`src/rtl/mips_pkg.sv`:
```
// mips_pkg: shared control-word type, ALUOp encodings and opcode constants for the pipelined MIPS core.
package mips_pkg;
    typedef struct packed {
        logic       reg_dst;
        logic       jump;
        logic       branch;
        logic       mem_read;
        logic       mem_to_reg;
        logic       mem_write;
        logic       alu_src;
        logic       reg_write;
        logic [1:0] alu_op;
    } ctrl_t;

    localparam ctrl_t CTRL_NOP = '0;

    localparam logic [1:0] ALUOP_ADD   = 2'b00;
    localparam logic [1:0] ALUOP_SUB   = 2'b01;
    localparam logic [1:0] ALUOP_RTYPE = 2'b10;

    localparam logic [5:0] OP_R    = 6'b000000;
    localparam logic [5:0] OP_ADDI = 6'b001000;
    localparam logic [5:0] OP_LW   = 6'b100011;
    localparam logic [5:0] OP_SW   = 6'b101011;
    localparam logic [5:0] OP_BEQ  = 6'b000100;
    localparam logic [5:0] OP_J    = 6'b000010;
endpackage

```
`src/rtl/hazard_detect.sv`:
```
// hazard_detect: combinational load-use detector comparing the load in EX against the sources in ID.
module hazard_detect #(
    parameter int REG_W = 5
) (
    input  logic             ex_mem_read,
    input  logic             ex_valid,
    input  logic [REG_W-1:0] ex_rt,
    input  logic [REG_W-1:0] id_rs,
    input  logic [REG_W-1:0] id_rt,
    input  logic             id_valid,
    output logic             stall
);
    // $zero never carries a real dependency, so a load targeting it is ignored
    assign stall = ex_mem_read & ex_valid & (ex_rt != '0) & ((ex_rt == id_rs) | (ex_rt == id_rt)) & id_valid;
endmodule

```
`src/rtl/id_ex_stage_reg.sv`:
```
// id_ex_stage_reg: ID/EX pipeline register inserting bubbles on load-use stalls and flushes.
// Define BUBBLE_CNT_EN to build the saturating stall/flush bubble counters; otherwise they read 0.
module id_ex_stage_reg
    import mips_pkg::*;
#(
    parameter int DATA_W = 32,
    parameter int REG_W  = 5
) (
    input  logic              clk,
    input  logic              rst,
    input  logic              id_reg_dst,
    input  logic              id_jump,
    input  logic              id_branch,
    input  logic              id_mem_read,
    input  logic              id_mem_to_reg,
    input  logic              id_mem_write,
    input  logic              id_alu_src,
    input  logic              id_reg_write,
    input  logic [1:0]        id_alu_op,
    input  logic              id_valid,
    input  logic [DATA_W-1:0] id_pc_plus4,
    input  logic [DATA_W-1:0] id_rd1,
    input  logic [DATA_W-1:0] id_rd2,
    input  logic [DATA_W-1:0] id_imm,
    input  logic [REG_W-1:0]  id_rs,
    input  logic [REG_W-1:0]  id_rt,
    input  logic [REG_W-1:0]  id_rd,
    input  logic              flush,
    output logic              ex_reg_dst,
    output logic              ex_jump,
    output logic              ex_branch,
    output logic              ex_mem_read,
    output logic              ex_mem_to_reg,
    output logic              ex_mem_write,
    output logic              ex_alu_src,
    output logic              ex_reg_write,
    output logic [1:0]        ex_alu_op,
    output logic              ex_valid,
    output logic [DATA_W-1:0] ex_pc_plus4,
    output logic [DATA_W-1:0] ex_rd1,
    output logic [DATA_W-1:0] ex_rd2,
    output logic [DATA_W-1:0] ex_imm,
    output logic [REG_W-1:0]  ex_rs,
    output logic [REG_W-1:0]  ex_rt,
    output logic [REG_W-1:0]  ex_rd,
    output logic              stall,
    output logic              pc_write,
    output logic              if_id_write,
    output logic [31:0]       bubble_cnt,
    output logic [31:0]       flush_cnt
);
    ctrl_t             w_id_ctrl;
    ctrl_t             r_ctrl;
    logic              r_valid;
    logic [DATA_W-1:0] r_pc_plus4, r_rd1, r_rd2, r_imm;
    logic [REG_W-1:0]  r_rs, r_rt, r_rd;
    logic              w_stall;

    assign w_id_ctrl = '{reg_dst: id_reg_dst, jump: id_jump, branch: id_branch,
                         mem_read: id_mem_read, mem_to_reg: id_mem_to_reg,
                         mem_write: id_mem_write, alu_src: id_alu_src,
                         reg_write: id_reg_write, alu_op: id_alu_op};

    hazard_detect #(.REG_W(REG_W)) u_hazard (
        .ex_mem_read (r_ctrl.mem_read),
        .ex_valid    (r_valid),
        .ex_rt       (r_rt),
        .id_rs       (id_rs),
        .id_rt       (id_rt),
        .id_valid    (id_valid),
        .stall       (w_stall)
    );

    // reset, flush and stall all load the same all-zero bubble
    always_ff @(posedge clk) begin
        if (rst || flush || w_stall) begin
            r_ctrl     <= CTRL_NOP;
            r_valid    <= 1'b0;
            r_pc_plus4 <= '0;
            r_rd1      <= '0;
            r_rd2      <= '0;
            r_imm      <= '0;
            r_rs       <= '0;
            r_rt       <= '0;
            r_rd       <= '0;
        end else begin
            r_ctrl     <= w_id_ctrl;
            r_valid    <= id_valid;
            r_pc_plus4 <= id_pc_plus4;
            r_rd1      <= id_rd1;
            r_rd2      <= id_rd2;
            r_imm      <= id_imm;
            r_rs       <= id_rs;
            r_rt       <= id_rt;
            r_rd       <= id_rd;
        end
    end

`ifdef BUBBLE_CNT_EN
    logic [31:0] r_bubble_cnt, r_flush_cnt;

    // flush outranks stall, so a coincident pair counts only as a flush
    always_ff @(posedge clk) begin
        if (rst) begin
            r_bubble_cnt <= '0;
            r_flush_cnt  <= '0;
        end else if (flush) begin
            if (r_flush_cnt != '1) r_flush_cnt <= r_flush_cnt + 32'd1;
        end else if (w_stall) begin
            if (r_bubble_cnt != '1) r_bubble_cnt <= r_bubble_cnt + 32'd1;
        end
    end

    assign bubble_cnt = r_bubble_cnt;
    assign flush_cnt  = r_flush_cnt;
`else
    assign bubble_cnt = '0;
    assign flush_cnt  = '0;
`endif

    assign {ex_reg_dst, ex_jump, ex_branch, ex_mem_read, ex_mem_to_reg,
            ex_mem_write, ex_alu_src, ex_reg_write, ex_alu_op} = r_ctrl;
    assign ex_valid    = r_valid;
    assign ex_pc_plus4 = r_pc_plus4;
    assign ex_rd1      = r_rd1;
    assign ex_rd2      = r_rd2;
    assign ex_imm      = r_imm;
    assign ex_rs       = r_rs;
    assign ex_rt       = r_rt;
    assign ex_rd       = r_rd;
    assign stall       = w_stall;
    assign pc_write    = ~w_stall;
    assign if_id_write = ~w_stall;
endmodule

```
`config.mk`:
```
export PLATFORM = sky130hd
export DESIGN_NAME = id_ex_stage_reg
export DESIGN_NICKNAME = d
export VERILOG_FILES = /design/src/rtl/mips_pkg.sv /design/src/rtl/hazard_detect.sv /design/src/rtl/id_ex_stage_reg.sv
export SDC_FILE = /design/constraint.sdc
export NUM_CORES = 1
export LEC_CHECK = 0
export CORE_MARGIN = 4
export CORE_UTILIZATION = 30
export DETAILED_ROUTE_END_ITERATION = 8
export PLACE_DENSITY_LB_ADDON = 0.1
export SETUP_SLACK_MARGIN = 0.3
export SLEW_MARGIN = 20
export SYNTH_ARGS = -nofsm -noshare
export SYNTH_HDL_FRONTEND = slang
export SYNTH_HIERARCHICAL = 1
export SYNTH_SLANG_ARGS = --single-unit
```
`constraint.sdc`:
```
create_clock -name clk -period 5.33 [get_ports clk]
set_input_delay 1.066 -clock clk [delete_from_list [all_inputs] [get_ports clk]]
set_output_delay 1.066 -clock clk [all_outputs]
set_load 0.02 [all_outputs]
```
==> impl_metrics.ini <==
[routing]
drt_first_pass_iters = 4
drt.antenna.violating_nets = 0
dr_total_vias = 4403
drcViolationCount = 0
detail_route.wirelength_um = 18640
routed_wire_length_per_instance_um = 18.42
iter_0_drt_violations = 126
drt-vias-per-instance = 4.351

[synth]
synth_area_leader_cell = sky130_fd_sc_hd__dfxtp_1
post_synth_fa_ha_maj_area_fraction_pct = 0
syn_inst = 443
post_synth_num_cell_types = 15
synth_top_family_by_area = simple AND/OR/NAND/NOR gates
synth.mux.area_fraction_pct = 0
synth-compound-area-share_pct = 0.2172
post_synthesis_sequential_area_ratio_pct = 48.65
synth_simple_gate_area_share_pct = 36.43
synthesis.yosys.warnings = 6
syn_area_per_cell_sq_um = 14.31
synth_top_area_share_pct = 48.65
syn_area_sq_um = 6337
synthTopCellsByArea = sky130_fd_sc_hd__dfxtp_1, sky130_fd_sc_hd__nor4b_2, sky130_fd_sc_hd__buf_4
yosys.area_share.xor_xnor_pct = 1.382
yosys_register_bits = 154

[setup_path]
maximum_fanout_count_along_the_critical_path = 4
worst-endpoint-required_ns = 4.26
criticalPathCategory = input pin to output pin
crit_path_from = id_rs[0]
worstPathArrival_ns = 2.93
rr_startpoint = ex_rt[2]
worstSetupEndpointType = output pin
startpoint_type = input pin

[die]
coreArea_sq_um = 20490
num_rows = 52
die_y_extent_um = 153.3
ios = 378
initial_core_util_pct = 30.92
dieWidth_um = 153.3
die-area_sq_um = 23510

[clock_network]
clock_tree.buffer_depth = 2
cts_tree = yes
clkLatencyLatePin_ns = 0.42
cts_post_setup_buffers_inserted = 0
h-tree-depth = 4
resize_count_post_cts = 0
tritoncts_num_sinks = 154
buffer_type_at_the_clock_tree_root = sky130_fd_sc_hd__clkbuf_16
clk_pin_slew_worst_paths_ns = 0.06
cts_inserted_buffers = 17
ctsHoldBuffers = 0

[global_route]
antenna_found_initial = 1
grt_overflow = 0
all_layer_global_routing_usage_pct = 15.17
first_pass_grt_wire_length_um = 28110
first_global_vias = 4708
pin_count_of_the_biggest_net_entering_global_routing = 84

[pwr]
vdd_drop_max_mv = 0.2078
pwr_density_cell_nw_per_um2 = 300.7
p_leak_nw = 3.480

[placement]
routability_congestion_estimate_from_global_placement = 0.7380
io_buffers = 313
dp_hpwl_um = 12960
postPlaceCellArea_sq_um = 9284

[sta]
setup_violations = 0
max_clock_freq_ghz = 0.2504
final_count_of_pins_violating_max_slew = 0
setup_repair_after_global_routing_missed_its_margin = false
timing.slew.headroom_pct = 42.08
fin_hold_ws_ns = 1.075
fin_worst_skew_ns = 0.009053
worst_margin_slew_ns = 0.8687
fin_setup_tns_ns = 0
timing_hold_violations_final = 0
final.period_utilization_pct = 74.93
post-route-min-period_ns = 3.994

[layout]
post-route-cell-area_sq_um = 9967
antennaDiodeCount = 0
drive_above_1_share_pct = 25.74
areaGrowthSynthToFinish_pct = 57.28
num-nets-final = 886

[flow_run]
drv_cap = 0

[min_path]
min-delay-start = ex_mem_read
min-delay-path-class = register to register

[outcome]
run_status = completed
==> critical path: stages <==
cell and delay (ns):
sky130_fd_sc_hd__clkdlybuf4s50_1 0.45, sky130_fd_sc_hd__xor2_1 0.17, sky130_fd_sc_hd__nor3_1 0.21, sky130_fd_sc_hd__nand3_1 0.15, sky130_fd_sc_hd__a21oi_4 0.22, sky130_fd_sc_hd__clkdlybuf4s50_1 0.65
==> Yosys cell counts <==
cell type                   count
sky130_fd_sc_hd__dfxtp_1      154
sky130_fd_sc_hd__nor4b_2      149
sky130_fd_sc_hd__nand3_1        2
sky130_fd_sc_hd__nor4b_1        5
sky130_fd_sc_hd__xor2_1         6
sky130_fd_sc_hd__a21oi_1        1
sky130_fd_sc_hd__or4_1          1
sky130_fd_sc_hd__buf_2         36
sky130_fd_sc_hd__inv_2          1
sky130_fd_sc_hd__conb_1         1
sky130_fd_sc_hd__buf_6         15
sky130_fd_sc_hd__buf_4         65
sky130_fd_sc_hd__xnor2_1        4
sky130_fd_sc_hd__nor3_1         2
sky130_fd_sc_hd__o2111ai_1      1
==> area by class of cell <==
type / count / area (sq um)
clock buffers: 19 / 442.9
clock inverters: 13 / 212.7
fillers: 1842 / 10530
inverters: 1 / 3.754
multi-input cells: 235 / 2661
flip-flops and latches: 154 / 3083
well taps: 270 / 337.8
repair buffers: 320 / 3226
==> where the power goes <==
| part | switching [W] | total [W] | internal, W | leakage, nW |
|---|---|---|---|---|
| Combinational | 0.000209 | 0.000443 | 0.000233 | 1.90 |
| Sequential | 0.0000141 | 0.00121 | 0.00120 | 1.27 |
| Clock | 0.000493 | 0.00134 | 0.000849 | 0.311 |
| Total | 0.000717 | 0.00300 | 0.00228 | 3.48 |
==> placed cells by master (no fill, tap or decap) <==
cell type / synthesis / routed
sky130_fd_sc_hd__a21oi_4: 0 / 1
sky130_fd_sc_hd__buf_12: 0 / 1
sky130_fd_sc_hd__buf_16: 0 / 1
sky130_fd_sc_hd__buf_4: 65 / 5
sky130_fd_sc_hd__bufinv_16: 0 / 5
sky130_fd_sc_hd__clkbuf_1: 0 / 1
sky130_fd_sc_hd__clkbuf_16: 0 / 17
sky130_fd_sc_hd__clkbuf_8: 0 / 3
sky130_fd_sc_hd__clkdlybuf4s50_1: 0 / 311
sky130_fd_sc_hd__clkinv_2: 0 / 1
sky130_fd_sc_hd__clkinvlp_4: 0 / 3
sky130_fd_sc_hd__conb_1: 1 / 64
sky130_fd_sc_hd__dfxtp_1: 154 / 154
sky130_fd_sc_hd__inv_2: 1 / 1
sky130_fd_sc_hd__inv_6: 0 / 4
sky130_fd_sc_hd__nand3_1: 2 / 2
sky130_fd_sc_hd__nor3_1: 2 / 2
sky130_fd_sc_hd__nor4b_1: 5 / 5
sky130_fd_sc_hd__nor4b_2: 149 / 149
sky130_fd_sc_hd__o2111ai_1: 1 / 1
sky130_fd_sc_hd__or4_1: 1 / 1
sky130_fd_sc_hd__xnor2_1: 4 / 4
sky130_fd_sc_hd__xor2_1: 6 / 6
==> logic make-up (layout without fill, tap and decap cells) <==
group	Yosys count	count (layout)
xor gates and xnor gates	10	10
DFF	154	154
buffers and inverters	117	353
other	1	64
and+or+nand+nor	159	159
AOI/OAI and AO/OA	2	2
==> worst paths after layout <==
kind | cells past startpoint | end | slack (ns)
worst max register to register | 8 | ex_imm[16] | 2.39
worst max-delay path | 6 | stall | 1.34
worst min register to register | 4 | ex_pc_plus4[7] | 1.08
worst min-delay path | 4 | ex_pc_plus4[7] | 1.08
==> per-layer routing <==
metal  share of wire [%]  vias up  track usage (%)
li1                    -     2057                -
met1                  38     2101            16.75
met2                  49      221            24.99
met3                  12       22            8.567
met4                 1.7        2            4.584
met5               0.070        -                0
==> through the flow <==
step           utilization, %  total power, W  instances  setup slack, ns
6_report                48.63        0.002997       1012            1.336
5_1_grt                 48.63        0.003121       1012            1.213
3_3_place_gp            45.30        0.001679        979            1.083
2_1_floorplan               -        0.001500        506            1.573
3_5_place_dp            45.30        0.001682        979           0.9880
4_1_cts                 48.50        0.003050       1011            1.305
Power figures use the tool's default switching activity.
